==> config.mk <==
export PLATFORM = sky130hd
export DESIGN_NAME = vga_sync_rx
export DESIGN_NICKNAME = d
export VERILOG_FILES = /design/src/rtl/vga_timing_pkg.sv /design/src/rtl/sync_edge_det.sv /design/src/rtl/vga_sync_rx.sv
export SDC_FILE = /design/constraint.sdc
export NUM_CORES = 1
export LEC_CHECK = 0
export CAP_MARGIN = 25
export CORE_UTILIZATION = 40
export CTS_BUF_LIST = sky130_fd_sc_hd__clkbuf_2
export CTS_CLUSTER_SIZE = 16
export DETAILED_ROUTE_END_ITERATION = 7
export GPL_TIMING_DRIVEN = 0
export PLACE_DENSITY = 0.62
export SLEW_MARGIN = 20
export SYNTH_ARGS = -nofsm -noshare
export SYNTH_HDL_FRONTEND = slang
export SYNTH_SLANG_ARGS = --single-unit
==> constraint.sdc <==
create_clock -name clk -period 6.26 [get_ports clk]
set_input_delay 1.878 -clock clk [delete_from_list [all_inputs] [get_ports clk]]
set_output_delay 1.878 -clock clk [all_outputs]
set_load 0.02 [all_outputs]
==> src/rtl/vga_timing_pkg.sv <==
// ============================================================================
// Module   : vga_timing_pkg
// Desc     : 640x480 VGA timing constants and sync-recovery state encoding,
//            shared by the sync generator and the sync receiver.
// Revision : 1.0 - initial release
// ============================================================================
`default_nettype none

package vga_timing_pkg;

    localparam int HD       = 640;
    localparam int HF       = 16;
    localparam int HB       = 48;
    localparam int HR       = 96;
    localparam int HTOTAL   = HD + HF + HB + HR;

    localparam int VD       = 480;
    localparam int VF       = 10;
    localparam int VB       = 33;
    localparam int VR       = 2;
    localparam int VTOTAL   = VD + VF + VB + VR;

    // Receiver phase references: column of the first hsync pixel and the
    // row the receiver assigns to the first line that sees vsync high.
    localparam int HS_START = HD + HF;
    localparam int VS_START = VD + VB;

    typedef enum logic [1:0] {
        SEARCH = 2'd0,
        HLOCK  = 2'd1,
        LOCKED = 2'd2
    } sync_state_t;

    function automatic logic [9:0] wrap_inc(input logic [9:0] value,
                                            input logic [9:0] last);
        return (value == last) ? 10'd0 : value + 10'd1;
    endfunction

endpackage

`default_nettype wire

==> src/rtl/sync_edge_det.sv <==
// ============================================================================
// Module   : sync_edge_det
// Desc     : Tick-qualified rising-edge detector; the history register only
//            advances on qualifying ticks.
// Revision : 1.0 - initial release
// ============================================================================
`default_nettype none

module sync_edge_det (
    input  logic clk,
    input  logic reset,
    input  logic tick,
    input  logic din,
    output logic rise
);

    logic r_prev;

    always_ff @(posedge clk or posedge reset) begin
        if (reset) begin
            r_prev <= 1'b0;
        end else if (tick) begin
            r_prev <= din;
        end
    end

    assign rise = tick & din & ~r_prev;

endmodule

`default_nettype wire

==> src/rtl/vga_sync_rx.sv <==
// ============================================================================
// Module   : vga_sync_rx
// Desc     : Recovers pixel_x/pixel_y/video_on from an incoming VGA sync
//            stream, with lock tracking and sync error reporting.
//            Optional line-length / error statistics: VGA_SYNC_RX_STATS_EN.
// Revision : 1.0 - initial release
// ============================================================================
`default_nettype none

module vga_sync_rx
    import vga_timing_pkg::*;
#(
    parameter int HD         = vga_timing_pkg::HD,
    parameter int HTOTAL     = vga_timing_pkg::HTOTAL,
    parameter int HS_START   = vga_timing_pkg::HS_START,
    parameter int VD         = vga_timing_pkg::VD,
    parameter int VTOTAL     = vga_timing_pkg::VTOTAL,
    parameter int VS_START   = vga_timing_pkg::VS_START,
    parameter int LOCK_LINES = 4
) (
    input  logic       clk,
    input  logic       reset,
    input  logic       p_tick,
    input  logic       hsync,
    input  logic       vsync,
    output logic [9:0] pixel_x,
    output logic [9:0] pixel_y,
    output logic       video_on,
    output logic       locked,
    output logic       sync_err,
    output logic [9:0] line_len,
    output logic [7:0] err_cnt
);

    localparam int              GW         = $clog2(LOCK_LINES + 1);
    localparam logic [9:0]      C_H_LAST   = 10'(HTOTAL - 1);
    localparam logic [9:0]      C_V_LAST   = 10'(VTOTAL - 1);
    localparam logic [9:0]      C_HS_START = 10'(HS_START);
    localparam logic [9:0]      C_VS_START = 10'(VS_START);
    localparam logic [9:0]      C_HD       = 10'(HD);
    localparam logic [9:0]      C_VD       = 10'(VD);
    localparam logic [10:0]     C_TO_LIMIT = 11'(2 * HTOTAL);
    localparam logic [GW-1:0]   C_LOCK     = GW'(LOCK_LINES);

    sync_state_t   r_state;
    logic [9:0]    r_h_cnt;
    logic [9:0]    r_v_cnt;
    logic [GW-1:0] r_good;
    logic          r_v_seen;
    logic [10:0]   r_to_cnt;
    logic          r_locked;
    logic          r_sync_err;

    logic          w_h_edge;
    logic          w_v_edge;

    sync_edge_det u_hs_edge (
        .clk   (clk),
        .reset (reset),
        .tick  (p_tick),
        .din   (hsync),
        .rise  (w_h_edge)
    );

    // vsync is only looked at once per line, on the hsync edge tick.
    sync_edge_det u_vs_edge (
        .clk   (clk),
        .reset (reset),
        .tick  (w_h_edge),
        .din   (vsync),
        .rise  (w_v_edge)
    );

    logic [9:0]    w_h_next;
    logic [9:0]    w_v_next;
    logic [9:0]    w_h_load;
    logic [9:0]    w_v_load;
    logic          w_h_mis;
    logic          w_v_mis;
    logic          w_v_ok;
    logic          w_err;
    logic [GW-1:0] w_good_nx;
    logic          w_v_seen_nx;
    logic [10:0]   w_to_next;
    logic          w_timeout;

    assign w_h_next    = wrap_inc(r_h_cnt, C_H_LAST);
    assign w_v_next    = (r_h_cnt == C_H_LAST) ? wrap_inc(r_v_cnt, C_V_LAST) : r_v_cnt;
    assign w_h_mis     = w_h_edge && (w_h_next != C_HS_START);
    assign w_v_mis     = w_v_edge && (r_v_cnt != C_VS_START);
    assign w_v_ok      = w_v_edge && (r_v_cnt == C_VS_START);
    assign w_err       = w_h_mis || w_v_mis;
    assign w_h_load    = w_h_edge ? C_HS_START : w_h_next;
    assign w_v_load    = w_v_mis ? C_VS_START : w_v_next;
    assign w_good_nx   = w_err ? '0 :
                         (w_h_edge && (r_good < C_LOCK)) ? r_good + 1'b1 : r_good;
    assign w_v_seen_nx = r_v_seen || w_v_ok;
    assign w_to_next   = r_to_cnt + 11'd1;
    // An edge on the limit tick wins over the timeout.
    assign w_timeout   = p_tick && !w_h_edge && (w_to_next == C_TO_LIMIT);

    always_ff @(posedge clk or posedge reset) begin
        if (reset) begin
            r_state    <= SEARCH;
            r_h_cnt    <= '0;
            r_v_cnt    <= '0;
            r_good     <= '0;
            r_v_seen   <= 1'b0;
            r_to_cnt   <= '0;
            r_locked   <= 1'b0;
            r_sync_err <= 1'b0;
        end else begin
            r_sync_err <= 1'b0;
            if (p_tick) begin
                r_to_cnt <= (w_h_edge || w_timeout) ? 11'd0 : w_to_next;
                if (w_timeout) begin
                    r_state  <= SEARCH;
                    r_h_cnt  <= '0;
                    r_v_cnt  <= '0;
                    r_good   <= '0;
                    r_v_seen <= 1'b0;
                    r_locked <= 1'b0;
                end else begin
                    case (r_state)
                        SEARCH: begin
                            if (w_h_edge) begin
                                r_h_cnt  <= C_HS_START;
                                r_good   <= '0;
                                r_v_seen <= 1'b0;
                                r_state  <= HLOCK;
                            end
                        end
                        HLOCK: begin
                            r_h_cnt    <= w_h_load;
                            r_v_cnt    <= w_v_load;
                            r_good     <= w_good_nx;
                            r_v_seen   <= w_v_seen_nx;
                            r_sync_err <= w_err;
                            if ((w_good_nx >= C_LOCK) && w_v_seen_nx) begin
                                r_state  <= LOCKED;
                                r_locked <= 1'b1;
                            end
                        end
                        LOCKED: begin
                            r_h_cnt    <= w_h_load;
                            r_v_cnt    <= w_v_load;
                            r_good     <= w_good_nx;
                            r_sync_err <= w_err;
                            if (w_err) begin
                                r_state  <= HLOCK;
                                r_locked <= 1'b0;
                                r_v_seen <= 1'b0;
                            end
                        end
                        default: begin
                            r_state  <= SEARCH;
                            r_locked <= 1'b0;
                        end
                    endcase
                end
            end
        end
    end

    assign pixel_x  = r_h_cnt;
    assign pixel_y  = r_v_cnt;
    assign locked   = r_locked;
    assign sync_err = r_sync_err;
    assign video_on = r_locked && (r_h_cnt < C_HD) && (r_v_cnt < C_VD);

`ifdef VGA_SYNC_RX_STATS_EN
    logic [9:0] r_per_cnt;
    logic [9:0] r_line_len;
    logic [7:0] r_err_cnt;

    always_ff @(posedge clk or posedge reset) begin
        if (reset) begin
            r_per_cnt  <= '0;
            r_line_len <= '0;
            r_err_cnt  <= '0;
        end else begin
            if (p_tick) begin
                if (w_h_edge) begin
                    r_line_len <= (r_per_cnt == 10'h3FF) ? 10'h3FF : r_per_cnt + 10'd1;
                    r_per_cnt  <= '0;
                end else if (r_per_cnt != 10'h3FF) begin
                    r_per_cnt  <= r_per_cnt + 10'd1;
                end
            end
            if (r_sync_err && (r_err_cnt != 8'hFF)) begin
                r_err_cnt <= r_err_cnt + 8'd1;
            end
        end
    end

    assign line_len = r_line_len;
    assign err_cnt  = r_err_cnt;
`else
    assign line_len = '0;
    assign err_cnt  = '0;
`endif

endmodule

`default_nettype wire

==> results.txt, run 1 <==
----------------------------------------------------
[CTS]
  Cell at the root of the clock tree ... sky130_fd_sc_hd__clkbuf_2
  CTS tree ... built
  Setup repair bufs after CTS ... 0
  Clock network latency to the later pin of the worst-skew pair ... 0.42 ns
  H-Tree Depth ... 2
  Total of hold buffers inserted after clock tree synthesis ... 0
  Longest Clk Path Bufs ... 2
  Number of gates given a new drive strength after cts ... 0
  Sink Count ... 41
  Cts bufs inserted ... 5
  Clock edge transition at the registers on the reported setup and hold paths ... 0.21 ns

[Yosys]
  Number of warning messages in the yosys log ... 0
  Area of the mapped netlist ... 3040 um2
  Top flip-flop cell by instance count after synthesis ... sky130_fd_sc_hd__dfrtp_1
  Largest area contributor in the synthesized netlist ... sky130_fd_sc_hd__dfrtp_1
  Count leader, synth ... sky130_fd_sc_hd__dfrtp_1
  Adder-Cell Fraction of Synth Area ... 4.53%
  Sequential share of the synthesized area ... 33.8%
  Fraction of the mapped netlist area in simple logic gates ... 26.7%
  Share of synthesized flip-flops with an asynchronous set or reset ... 100%
  Multiplexer share of the synthesized area ... 5.07%
  Number of different library cells in the post-synthesis netlist ... 56
  Mean post-synth cell area ... 8.41 um2
  Share of the synthesized netlist area taken by xor and xnor gates ... 0.289%
  Number of enable flip-flop cells after synthesis ... 0
  Cell types occupying the most area after synthesis ... sky130_fd_sc_hd__dfrtp_1 34%, sky130_fd_sc_hd__nand3_1 5.3%, sky130_fd_sc_hd__buf_4 4.7%
  Top cells by instance count after synthesis ... 41 x sky130_fd_sc_hd__dfrtp_1, 32 x sky130_fd_sc_hd__nand3_1, 25 x sky130_fd_sc_hd__nand2_1
  Dominant combinational cell family by area after synthesis ... simple AND/OR/NAND/NOR gates
  Syn Inst Count ... 361
  Compound-gate portion of the synthesized area ... 19.8%
  Top-area cell type share of the netlist area ... 33.8%
  Total of flip-flops plus latches after synthesis ... 41

[Final layout]
  Nets ... 429
  Antenna cells ... 0
  Fraction of final layout cells with drive strength greater than 1 ... 9.42%
  Relative area change from synthesis to final layout ... 17.2%
  Number of filler cells placed in the layout ... 727
  Final cell count without fillers ... 513

[Worst setup path]
  Capturing element type of the critical path ... output port
  Crit path max fanout ... 9
  RR Startpoint ... r_to_cnt[0]
  Crit Path Class ... flip-flop to output port
  Worst Setup EP ... video_on
  Startpoint kind of the worst setup timing path ... flip-flop
  Worst reg-to-reg path cell count ... 8
  Critical path data arrival time ... 2.15 ns
  Critical Path Source ... pixel_x[7]
  Reg2Reg Capture Point ... r_v_seen
  FF-to-FF setup slack ... 3.44 ns
  Data required time at the worst endpoint ... 4.38 ns

[Floorplan]
  Horizontal die dimension ... 89.1 um
  Die Outline Area ... 7940 um2
  Core Region ... 7290 um2
  Placement row count ... 31
  Initial core utilization ... 41.6%
  Number of placed I/O pins ... 46
  Height of the die ... 89.1 um

[Placed design]
  Port bufs ... 27
  Placement-stage worst setup slack ... 1.83 ns
  Final weighted congestion of routability-driven global placement ... 0.848
  HPWL reported at the end of detailed placement ... 5.70 mm
  Number of placed cells counting well taps ... 505

[Routing]
  DRC Markers ... 0
  Overall via count from detail_route ... 2,853
  Detailed router's first-iteration violation count ... 178
  Number of iterations in the first detailed-routing pass ... 5
  Vias per cell ... 5.56
  Amount of wire on met3 after detailed routing ... 361 um
  Highest metal layer used by the detailed router ... met4
  Final routed wire length divided by cell count ... 15.1 um
  WL met1 ... 3.71 mm
  Total length of routed met2 wires ... 3.59 mm
  Total routed wirelength ... 7.77 mm
  Antenna Nets Post-Route ... 0

[STA]
  Worst slew slack as a fraction of its limit ... 52.8%
  Count of pins over their slew limit ... 0
  Clock skew ... 0.0418 ns
  Final Hold Vio Count ... 0
  Setup repair after global routing missed its margin ... false
  Setup total negative slack ... 0 ns
  Setup slack of the critical path after layout ... 2.23 ns
  Slew at the pin closest to its max-slew limit ... 0.708 ns
  Maximum achievable frequency ... 248 MHz
  Number of setup violations in the final report ... 0
  Time the final worst path needs with I/O delays and setup ... 4.03 ns
  Tcrit/Tclk final ... 64.3%

[Global routing]
  Number of global-route vias before repair ... 2,610
  Wire length of the first global-routing pass ... 13.0 mm
  Total global routing overflow ... 0
  Antenna violations before repair ... 0
  Pin count of the biggest net entering global routing ... 23
  Overall fraction of global-route tracks in use ... 21.3%

[Job]
  # Max-Cap Violations ... 0

[Power]
  Leak ... 1.51 nW
  Power Dens Cells ... 288 nW/um2
  Largest voltage drop on the vdd net ... 104 uV

[Outcome]
  Status ... finished, final reports clean

[Min path]
  Classification of the worst-slack hold path ... flip-flop to flip-flop

----------------------------------------------------
-- per-stage QoR --
stage	cell area (um2)	power, mW	hold slack, ns	util (%)
finish	3560	1.02	0.519	48.8
global route	3560	1.11	0.577	48.8
CTS	3560	1.02	0.521	48.8
detailed placement	3520	0.908	0.481	48.3
global placement	3490	0.896	0.466	47.9
floorplan	3100	0.750	0.447	-
-- report_power, final --
group	total, mW	internal [mW]	switching (mW)
combinational	0.509	0.216	0.293
clock	0.117	0.0245	0.0924
sequential	0.398	0.323	0.0756
total	1.02	0.563	0.461
-- how the worst min path moves through the flow --
stage	from	to	slack, ns	cells after the start
final	u_vs_edge.r_prev	u_vs_edge.r_prev	0.52	2
after global routing	u_vs_edge.r_prev	u_vs_edge.r_prev	0.58	2
after CTS	u_vs_edge.r_prev	u_vs_edge.r_prev	0.52	2
after detailed placement	u_vs_edge.r_prev	u_vs_edge.r_prev	0.48	2
after global placement	u_vs_edge.r_prev	u_vs_edge.r_prev	0.47	2
after floorplan	u_vs_edge.r_prev	u_vs_edge.r_prev	0.45	2
-- final cells by class --
class,count,area [um2],area share (%)
multi-input cells,279,1780,50.0
plain buffers,37,215,6.05
inverters,21,78.8,2.22
clock inverters,3,12.5,0.352
clock buffers,5,25.0,0.703
well taps,99,124,3.48
repair buffers,28,298,8.37
flip-flops and latches,41,1030,28.8
-- metal layers --
layer	global-route usage, %	vias up
met4	5.48	0
met3	3.60	10
met5	0	-
met1	29.5	1350
met2	34.6	78
li1	-	1415
-- cells by family after synthesis --
kind of cell | Yosys count
buffers and inverters | 58
adder cells (fa/ha/maj) | 11
XOR/XNOR | 1
AO/OA/AOI/OAI | 87
multiplexers | 15
AND/OR/NAND/NOR | 147
other | 1
flip-flops | 41
-- sequential cells by signal, summed over array words and instances (netlist names), 2 cells and up --
| register | cells |
|---|---|
| r_to_cnt | 11 |
| r_good | 3 |
| pixel_x | 10 |
| r_state | 2 |
| pixel_y | 10 |
-- critical path, stage by stage, from the launching register on --
cell and delay [ns]:
sky130_fd_sc_hd__dfrtp_1 0.42, sky130_fd_sc_hd__clkbuf_1 0.19, sky130_fd_sc_hd__o21ai_0 0.23, sky130_fd_sc_hd__nand3b_1 0.13
sky130_fd_sc_hd__a21oi_1 0.15, sky130_fd_sc_hd__clkdlybuf4s50_1 0.63
-- cells in the final DEF (no fill, tap or decap), drive strengths merged, types with 11 or more instances in the layout --
cell	synthesis	layout
mux2i	12	12
clkbuf	13	18
o21ai	15	15
ha	11	11
clkdlybuf4s50	0	27
buf	24	25
dfrtp	41	41
a21oi	20	20
nand4	14	14
conb	1	18
inv	21	21
nor2	15	15
and3	12	12
nand3	32	32
nand2	25	25
Power figures use the tool's default switching activity.
==> inputs of run 2 (changes only) <==
- PLACE_DENSITY: 0.62 -> 0.64
- clock period: 6.26 -> 3.3 ns (I/O delays scaled with it)
==> run 2 against run 1 <==
  * Via count up 4.0%
  * Flip-flop and latch count unchanged
  * Worst hold slack better by 0.0018 ns
  * Count of clock-buffer cells in the layout up 3
  * Register-to-register slack worse by 3.0 ns
  * Wire length up 2.8%
  * Sequential power up 90%
  * Combinational power up 92%
  * Sequential share of layout area about the same
  * Clock skew down 0.030 ns
  * Die area unchanged
  * Design area down 0.14%
==> results.txt, run 2 (synthesis results as in run 1) <==
----------------------------------------------------
[STA]
  Worst slew slack as a fraction of its limit ... 49.9% (was 52.8%)
  Number of setup violations in the final report ... 0 (unchanged)
  Maximum achievable frequency ... 316 MHz
  Tcrit/Tclk final ... 96.0%
  Final Hold Vio Count ... 0 (unchanged)
  Setup total negative slack ... 0 ns (unchanged)
  Slew at the pin closest to its max-slew limit ... 0.752 ns (was 0.708 ns)
  Time the final worst path needs with I/O delays and setup ... 3.17 ns
  Setup repair after global routing missed its margin ... false (unchanged)
  Clock skew ... 0.0115 ns (was 0.0418 ns)
  Count of pins over their slew limit ... 0 (unchanged)
  Setup slack of the critical path after layout ... 0.131 ns (was 2.23 ns)

[Outcome]
  Status ... finished, final reports clean (unchanged)

[Placed design]
  Port bufs ... 27 (unchanged)
  Placement-stage worst setup slack ... -0.262 ns (was 1.83 ns)
  Final weighted congestion of routability-driven global placement ... 0.894 (was 0.848)
  Cell area after placement ... 3510 um2 (was 3520 um2)
  HPWL reported at the end of detailed placement ... 5.82 mm (was 5.70 mm)

[Power]
  Total power of the final layout ... 1.95 mW (was 1.02 mW)
  Power Dens Cells ... 549 nW/um2 (was 288 nW/um2)
  Leak ... 1.51 nW (about the same)
  Largest voltage drop on the vdd net ... 251 uV (was 104 uV)

[Min path]
  Hold Path Origin ... u_vs_edge.r_prev (unchanged)
  Classification of the worst-slack hold path ... flip-flop to flip-flop (unchanged)

[CTS]
  H-Tree Depth ... 2 (unchanged)
  Cell at the root of the clock tree ... sky130_fd_sc_hd__clkbuf_2 (unchanged)
  Clock edge transition at the registers on the reported setup and hold paths ... 0.19 ns (was 0.21 ns)
  Clock network latency to the later pin of the worst-skew pair ... 0.38 ns (was 0.42 ns)
  Sink Count ... 41 (unchanged)
  Total of hold buffers inserted after clock tree synthesis ... 0 (unchanged)
  Number of gates given a new drive strength after cts ... 0 (unchanged)
  CTS tree ... built (unchanged)
  Cts bufs inserted ... 5 (unchanged)
  Setup repair bufs after CTS ... 0 (unchanged)
  Longest Clk Path Bufs ... 2 (unchanged)

[Worst setup path]
  Startpoint kind of the worst setup timing path ... input pin (was flip-flop)
  Crit Path Class ... input pin to flip-flop (was flip-flop to output port)
  Library cell appearing most often on the critical path ... sky130_fd_sc_hd__nand3b_1
  Capturing element type of the critical path ... flip-flop (was output port)
  Highest-delay cell along the critical path ... sky130_fd_sc_hd__clkdlybuf4s50_1 (unchanged)
  Critical path data arrival time ... 3.46 ns (was 2.15 ns)
  Critical Path Source ... p_tick (was pixel_x[7])
  RR Startpoint ... r_to_cnt[0] (unchanged)
  Sequence of cells on the critical path ... clkdlybuf4s50_1 > nand3b_1 > nor3b_1 > nor2b_1 > clkbuf_1 > o211ai_1 > buf_2 > nand3b_1 > mux2i_1 (was clkbuf_1 > o21ai_0 > nand3b_1 > a21oi_1 > clkdlybuf4s50_1)
  Worst stage delay on the critical path ... 0.55 ns (was 0.63 ns)
  Crit path max fanout ... 10 (was 9)
  Data required time at the worst endpoint ... 3.59 ns (was 4.38 ns)

[Job]
  # Max-Cap Violations ... 0 (unchanged)

[Final layout]
  Nets ... 429 (unchanged)
  Number of flip-flops under the largest register name ... 11 (unchanged)
  Largest register by flop count ... r_to_cnt (unchanged)
  Number of filler cells placed in the layout ... 719 (was 727)
  Antenna cells ... 0 (unchanged)
  Final std cell area, no fill ... 3550 um2 (was 3560 um2)
  Most common library cell in the layout ignoring fill and taps ... sky130_fd_sc_hd__dfrtp_1 (unchanged)
  Highest-count cells in the layout ignoring fill and taps ... 41 x sky130_fd_sc_hd__dfrtp_1, 32 x sky130_fd_sc_hd__nand3_1, 27 x sky130_fd_sc_hd__clkdlybuf4s50_1 (unchanged)
  Fraction of final layout cells with drive strength greater than 1 ... 9.90% (was 9.42%)
  Relative area change from synthesis to final layout ... 17.1% (was 17.2%)

[Floorplan]
  Initial core utilization ... 41.6% (unchanged)
  Placement row count ... 31 (unchanged)
  Height of the die ... 89.1 um (unchanged)
  Horizontal die dimension ... 89.1 um (unchanged)
  Die Outline Area ... 7940 um2 (unchanged)
  Number of placed I/O pins ... 46 (unchanged)
  Core Region ... 7290 um2 (unchanged)

[Routing]
  Overall via count from detail_route ... 2,966 (was 2,853)
  Vias per cell ... 5.78 (was 5.56)
  DRC Markers ... 0 (unchanged)
  Detailed router's first-iteration violation count ... 269 (was 178)
  Final routed wire length divided by cell count ... 15.6 um (was 15.1 um)
  Number of iterations in the first detailed-routing pass ... 5 (unchanged)
  Antenna Nets Post-Route ... 0 (unchanged)
  Total routed wirelength ... 7.98 mm (was 7.77 mm)

[Global routing]
  Wire length of the first global-routing pass ... 13.1 mm (was 13.0 mm)
  Antenna violations before repair ... 0 (unchanged)
  Overall fraction of global-route tracks in use ... 21.4% (was 21.3%)
  Number of global-route vias before repair ... 2,704 (was 2,610)
  Pin count of the biggest net entering global routing ... 34 (was 23)
  Total global routing overflow ... 0 (unchanged)

----------------------------------------------------
[run 2: changes by cell type in the layout (fill, tap and decap cells not counted)]
cell                       change
sky130_fd_sc_hd__buf_12        +1
sky130_fd_sc_hd__buf_16        -1
sky130_fd_sc_hd__clkbuf_2      +3
sky130_fd_sc_hd__clkinv_1      -2
sky130_fd_sc_hd__clkinv_2      -1
[run 2: final cells by class]
class,count,area (um2),area share [%]
multi-input combinational,279,1780,50.1
timing repair buffer,28,290,8.17
inverter,21,78.8,2.22
clock buffer,8,40.0,1.13
tap,99,124,3.49
sequential,41,1030,28.9
buffer,37,215,6.06
[run 2: layer usage]
metal / track usage (%) / wire [um] / vias up
li1: - / - / 1414
met5: 0 / 0 / -
met2: 36.3 / 3880 / 115
met4: 6.20 / 99 / 0
met3: 3.23 / 442 / 12
met1: 28.3 / 3560 / 1425
[run 2: path summary, 6_finish.rpt]
kind | slack [ns] | depth (start not counted) | to
setup reg to reg | 0.45 | 8 | r_v_seen
min in group asynchronous | 0.80 | 2 | r_to_cnt[2]
hold reg to reg | 0.52 | 2 | u_vs_edge.r_prev
setup / recovery | 0.13 | 9 | pixel_y[3]
hold / removal | 0.52 | 2 | u_vs_edge.r_prev
max in group asynchronous | 2.06 | 3 | pixel_y[4]
[run 2: through the flow]
step | util, % | hold WS, ns | instances
4_1_cts | 48.7 | 0.521 | 513
3_5_place_dp | 48.2 | 0.476 | 505
3_3_place_gp | 47.9 | 0.467 | 504
5_1_grt | 48.7 | 0.565 | 513
6_report | 48.7 | 0.521 | 513
2_1_floorplan | - | 0.447 | 378
[run 2: worst max-delay path, delay by kind of cell]
kind	cells	cell delay [ns]
buffers and inverters	3	1.16
AND/OR/NAND/NOR	4	0.92
AO/OA/AOI/OAI	1	0.30
multiplexers	1	0.08
[run 2: where the power goes]
| group | switching, mW | total [mW] | internal (mW) | leakage (nW) |
|---|---|---|---|---|
| registers | 0.146 | 0.757 | 0.612 | 0.525 |
| clock network | 0.155 | 0.218 | 0.0626 | 0.0332 |
| logic | 0.565 | 0.975 | 0.410 | 0.949 |
